$ cat src/rtl/lc3b_types.sv
// LC-3b shared types: datapath word, condition codes,
// and the NZP derivation used by both CC register copies.
package lc3b_types;

  typedef logic [15:0] lc3b_word;
  typedef logic [2:0]  lc3b_nzp;

  localparam logic [3:0] op_br = 4'b0000;

  function automatic lc3b_nzp nzp_of(input lc3b_word w);
    lc3b_nzp r;
    if (w[15])
      r = 3'b100;
    else if (w == 16'h0000)
      r = 3'b010;
    else
      r = 3'b001;
    return r;
  endfunction

endpackage

$ cat src/rtl/sat_counter.sv
// Saturating up/down counter, one branch-history entry.
// Resets to weakly-not-taken.
module sat_counter #(
  parameter int WIDTH = 2
) (
  input  logic             clk,
  input  logic             reset_n,
  input  logic             en,
  input  logic             taken,
  output logic [WIDTH-1:0] count
);

  localparam logic [WIDTH-1:0] INIT = WIDTH'((1 << (WIDTH - 1)) - 1);
  localparam logic [WIDTH-1:0] MAX  = '1;

  always_ff @(posedge clk or negedge reset_n) begin
    if (!reset_n) begin
      count <= INIT;
    end else if (en) begin
      if (taken && count != MAX)
        count <= count + WIDTH'(1);
      else if (!taken && count != '0)
        count <= count - WIDTH'(1);
    end
  end

endmodule

$ cat src/rtl/br_cc_resolver.sv
// LC-3b branch resolver: NZP register with writeback bypass,
// BHT predict/train, mispredict statistics.
module br_cc_resolver
  import lc3b_types::*;
#(
  parameter int BHT_DEPTH      = 16,
  parameter int CTR_WIDTH      = 2,
  parameter int MISS_CNT_WIDTH = 16
) (
  input  logic                      clk,
  input  logic                      reset_n,
  input  logic                      cc_load,
  input  lc3b_word                  cc_value,
  input  logic                      pred_req,
  input  lc3b_word                  pred_pc,
  output logic                      pred_valid,
  output logic                      pred_taken,
  input  logic                      br_valid,
  input  lc3b_word                  br_ir,
  input  lc3b_word                  br_pc,
  input  logic                      br_pred,
  output logic                      res_valid,
  output logic                      res_taken,
  output logic                      res_mispredict,
  output lc3b_nzp                   cc_nzp,
  output logic [MISS_CNT_WIDTH-1:0] miss_count
);

  localparam int IDX_W = $clog2(BHT_DEPTH);

  logic [CTR_WIDTH-1:0] ctr [BHT_DEPTH];
  logic [IDX_W-1:0]     pred_idx;
  logic [IDX_W-1:0]     br_idx;
  logic [IDX_W-1:0]     train_idx;
  lc3b_nzp              nzp_eff;
  logic                 is_br;
  logic                 taken;
  logic                 unused_bits;

  assign pred_idx = pred_pc[IDX_W:1];
  assign br_idx   = br_pc[IDX_W:1];
  assign is_br    = br_valid && (br_ir[15:12] == op_br);
  assign nzp_eff  = cc_load ? nzp_of(cc_value) : cc_nzp;
  assign taken    = |(br_ir[11:9] & nzp_eff);

  assign unused_bits = ^{pred_pc[15:IDX_W+1], pred_pc[0],
                         br_pc[15:IDX_W+1], br_pc[0], br_ir[8:0]};

  // Training happens in the result cycle, so a same-cycle
  // prediction still reads the old counter value.
  for (genvar g = 0; g < BHT_DEPTH; g++) begin : g_bht
    sat_counter #(
      .WIDTH(CTR_WIDTH)
    ) u_ctr (
      .clk    (clk),
      .reset_n(reset_n),
      .en     (res_valid && (train_idx == IDX_W'(g))),
      .taken  (res_taken),
      .count  (ctr[g])
    );
  end

  always_ff @(posedge clk or negedge reset_n) begin
    if (!reset_n) begin
      cc_nzp <= 3'b010;
    end else if (cc_load) begin
      cc_nzp <= nzp_of(cc_value);
    end
  end

  always_ff @(posedge clk or negedge reset_n) begin
    if (!reset_n) begin
      res_valid      <= 1'b0;
      res_taken      <= 1'b0;
      res_mispredict <= 1'b0;
      train_idx      <= '0;
      miss_count     <= '0;
    end else begin
      res_valid <= is_br;
      if (is_br) begin
        res_taken      <= taken;
        res_mispredict <= taken ^ br_pred;
        train_idx      <= br_idx;
        if ((taken ^ br_pred) && !(&miss_count))
          miss_count <= miss_count + MISS_CNT_WIDTH'(1);
      end
    end
  end

  always_ff @(posedge clk or negedge reset_n) begin
    if (!reset_n) begin
      pred_valid <= 1'b0;
      pred_taken <= 1'b0;
    end else begin
      pred_valid <= pred_req;
      if (pred_req)
        pred_taken <= ctr[pred_idx][CTR_WIDTH-1];
    end
  end

endmodule

$ cat config.mk
export PLATFORM = sky130hd
export DESIGN_NAME = br_cc_resolver
export DESIGN_NICKNAME = d
export VERILOG_FILES = /design/src/rtl/lc3b_types.sv /design/src/rtl/sat_counter.sv /design/src/rtl/br_cc_resolver.sv
export SDC_FILE = /design/constraint.sdc
export NUM_CORES = 1
export LEC_CHECK = 0
export BUFFER_PORTS_ARGS = -buffer_cell sky130_fd_sc_hd__buf_2
export CORE_ASPECT_RATIO = 0.75
export CORE_MARGIN = 2
export CORE_UTILIZATION = 40
export CTS_CLUSTER_SIZE = 20
export DETAILED_ROUTE_END_ITERATION = 6
export GPL_TIMING_DRIVEN = 0
export PLACE_DENSITY_LB_ADDON = 0.08
export RECOVER_POWER = 100
export SLEW_MARGIN = 20
export SYNTH_ARGS = -nofsm -noshare
export SYNTH_HDL_FRONTEND = slang
export SYNTH_SLANG_ARGS = --single-unit
$ cat constraint.sdc
create_clock -name clk -period 2.65 [get_ports clk]
set_input_delay 0.265 -clock clk [delete_from_list [all_inputs] [get_ports clk]]
set_output_delay 0.265 -clock clk [all_outputs]
set_load 0.03 [all_outputs]
==> results by group <==
Cells and area
  – Area of the multi-input gates: about 1800 sq um
  – Fillers: 786
  – Antenna cell count: 0
  – # nets final: slightly below 500
  – Finished layout cell area: 3940 sq um
  – Layout cell share with drive strength beyond 1: 0.205
  – Final std cells w/o fill: ~540
  – Flip-flop and latch area: about 1500 sq um
  – Synth-to-layout area growth: 16.8%

Die
  – Initial core utilization: 0.420
  – IO Count: 94
  – DIE AREA: 9190 sq um
  – Rows: 28
  – Core Area: 8020 sq um
  – Die width: 110 um
  – Die Y: approximately 84 um

Logic synthesis
  – Average size of a mapped cell: around 9.6 sq um
  – Yosys reg bits: 60
  – Post-synth net total: 423
  – Main flop type after synthesis: dfrtp_1
  – Number of synthesized flops with an enable pin: 0
  – Syn. warnings: 0
  – Fraction of registers with async set/reset: 1.00
  – Mapped cell area: around 3400 sq um
  – Sequential element share of the synthesized area: 0.451
  – Count of distinct cell types in the synthesized netlist: 56
  – Post-Synthesis Cells: approximately 350

GRT
  – Initial antenna violation count: 0
  – Global route hottest layer: met1
  – Grt met2 use: 0.261
  – GRT overflow: 0
  – M1 GR Usage: 0.304
  – Vias in the first global route: 2778
  – All-Layer GR Usage: 0.196
  – Global-route wire length before repair: 14.0 mm
  – Met3 GRT Util: 0.0562
  – Maximum number of pins on one net before global-route repair: 42

Placement
  – Placed cell count: 518
  – Gpl congestion: 0.804
  – I/O Buffers: 60
  – Final HPWL DP: 5.99 mm
  – Placed instance area: 3830 sq um

Routing
  – Number of DRC markers in iteration 0: 189
  – Vias: just under 3000
  – Avg WL per Cell: 15.4 um
  – Vias per cell: around 5.6
  – DRC Markers: 0
  – First-pass DRT Iterations: 4
  – Final ANT Viol Nets: 0
  – Post-Route WL: 8.21 mm

Power
  – VDD IR max: 0.325 mV
  – Pwr dens: ~650 nW/um^2
  – Static Leakage: 1.52 nW
  – Total Power: 2.55 mW

Clock network
  – Sink Count: 60
  – Max clock buf depth: 2
  – CTS tree: built
  – CTS root buf: clkbuf_8
  – CTS Buf Count: 9
  – Clock latency on the worst-skew pair: 0.35 ns
  – CTS resizes: 0
  – H-tree lvl count: 3
  – Clk pin slew, worst setup/hold paths: 0.07 ns

Worst setup path
  – WP data arrival: 2.62 ns
  – Worst Setup Start Kind: register
  – Setup CP Type: reg2reg
  – Setup crit end kind: register
  – CP required: 2.89 ns
  – R2R Setup Slk: 0.26 ns
  – Worst Path Max Fanout: 10

Timing
  – Setup_tns: 0 ns
  – Final hold vios: 0
  – Max Clock Freq: between 400 and 500 MHz
  – Unrepaired setup endpoints after global routing: false
  – Slew Limit Fails: 0
  – Actual slew at the worst max-slew pin: 1.17 ns
  – Final setup violation count: 0
  – Minimum clock period after layout: 2.39 ns
  – Worst rel slew slack: 0.222
  – Crit share post-route: 0.900
  – Clock skew: 0.00942 ns

Min path
  – Worst Hold Class: in2reg

Run status
  – Status: finished, final reports clean

Flow run
  – Total of max-cap violations: 0
-- metal layers --
| layer | wire (um) | vias to the layer above |
|---|---|---|
| li1 | - | 1459 |
| met1 | 4200 | 1433 |
| met2 | 3420 | 81 |
| met5 | 0 | - |
| met3 | 480 | 10 |
| met4 | 115 | 0 |
-- cells in the mapped netlist, types with 2 or more instances --
cell	number	share of area
mux2_2	7	0.023
clkbuf_1	4	0.0044
nand2b_1	4	0.0074
nand3b_1	11	0.024
o211ai_1	4	0.0089
o31ai_1	8	0.018
nor2_1	27	0.030
inv_1	6	0.0067
mux2_1	2	0.0067
xor2_1	9	0.023
nor2b_1	4	0.0074
nand3_1	10	0.015
nor3_1	5	0.0074
nor3b_1	6	0.013
a31oi_1	7	0.013
mux2i_1	5	0.015
or3_1	6	0.011
mux4_2	5	0.033
dfrtp_1	43	0.32
nand4_1	6	0.011
and3_1	2	0.0037
buf_6	2	0.0067
xnor2_1	4	0.010
nor4_1	4	0.0074
nor4b_1	4	0.010
dfstp_2	17	0.13
nand2_1	31	0.034
a21oi_2	2	0.0052
o21ai_0	48	0.071
a21oi_1	33	0.049
-- cells in the final DEF, fill, tap and decap left out, drive strengths merged, types with 4 or more instances in the layout --
cell,n
o21ai,50
clkbuf,46
dfrtp,43
buf,37
a21oi,35
nand2,32
nor2,29
dfstp,17
nand3b,11
nand3,10
xor2,9
mux2,9
o31ai,8
a31oi,7
inv,6
or3,6
nor3b,6
nand4,6
nor3,5
mux2i,5
mux4,5
nor4,5
nor2b,5
nand2b,4
o211ai,4
nor4b,4
xnor2,4
-- flip-flops by register name (all words and copies together), names as in the netlist --
signal / flops
cc_nzp: 3
g_bht.u_ctr.count: 32
miss_count: 16
pred_taken: 1
pred_valid: 1
res_mispredict: 1
res_taken: 1
res_valid: 1
train_idx: 4
-- final timing paths --
| check | start | end | cells after the start |
|---|---|---|---|
| max | miss_count[0] | miss_count[1] | 8 |
| min | pred_req | pred_valid | 1 |
| min in group asynchronous | reset_n | pred_valid | 2 |
| max reg2reg | miss_count[0] | miss_count[1] | 8 |
| min reg2reg | g_bht[2].u_ctr.count[0] | g_bht[2].u_ctr.count[0] | 1 |
| max in group asynchronous | reset_n | g_bht[6].u_ctr.count[0] | 3 |
-- repair_timing --
| action | 4_1_cts | 5_1_grt |
|---|---|---|
| hold endpoints to repair | 12 | 0 |
| buffers inserted | 0 | 0 |
| hold buffers | 1 | 0 |
-- power breakdown --
| part | internal [mW] | leakage, nW | switching (mW) | total [mW] |
|---|---|---|---|---|
| logic | 0.232 | 0.722 | 0.320 | 0.552 |
| registers | 1.09 | 0.714 | 0.190 | 1.28 |
| clock network | 0.363 | 0.0844 | 0.362 | 0.725 |
-- cell families (layout without fill, tap and decap cells) --
| group | count (synthesis) | count (layout) | synth area share |
|---|---|---|---|
| AND/OR/NAND/NOR | 132 | 132 | 0.217 |
| AO/OA/AOI/OAI | 113 | 113 | 0.195 |
| flip-flops | 60 | 60 | 0.451 |
| multiplexers | 19 | 19 | 0.0783 |
| buffers and inverters | 14 | 92 | 0.0215 |
| XOR/XNOR | 13 | 13 | 0.0338 |
| adder cells (fa/ha/maj) | 1 | 1 | 0.00371 |
-- area by class of cell --
class                           instances  share of cell area
Multi-Input combinational cell        278               0.445
Sequential cell                        60               0.386
Timing Repair Buffer                   62              0.0775
Clock buffer                           14              0.0387
Tap cell                              105              0.0333
Buffer                                  8              0.0105
Inverter                                6             0.00572
Clock inverter                          2             0.00254
-- critical path, stage by stage, from the launching register on --
cell,delay [ns]
dfrtp_1,0.42
ha_1,0.25
nand4_1,0.24
nor4_1,0.10
nand2b_1,0.15
buf_4,0.17
or4_1,0.46
nand2_1,0.15
mux2_1,0.33
-- per-stage QoR --
step	util	setup slack, ns	hold WS (ns)
finish	0.491	0.265	0.0523
global route	0.491	0.130	0.0456
CTS	0.500	0.311	0.0309
detailed placement	0.478	0.346	0.166
global placement	0.474	0.346	0.392
floorplan	-	0.413	-0.0306
Note: power is estimated with default switching activity, not from simulation.
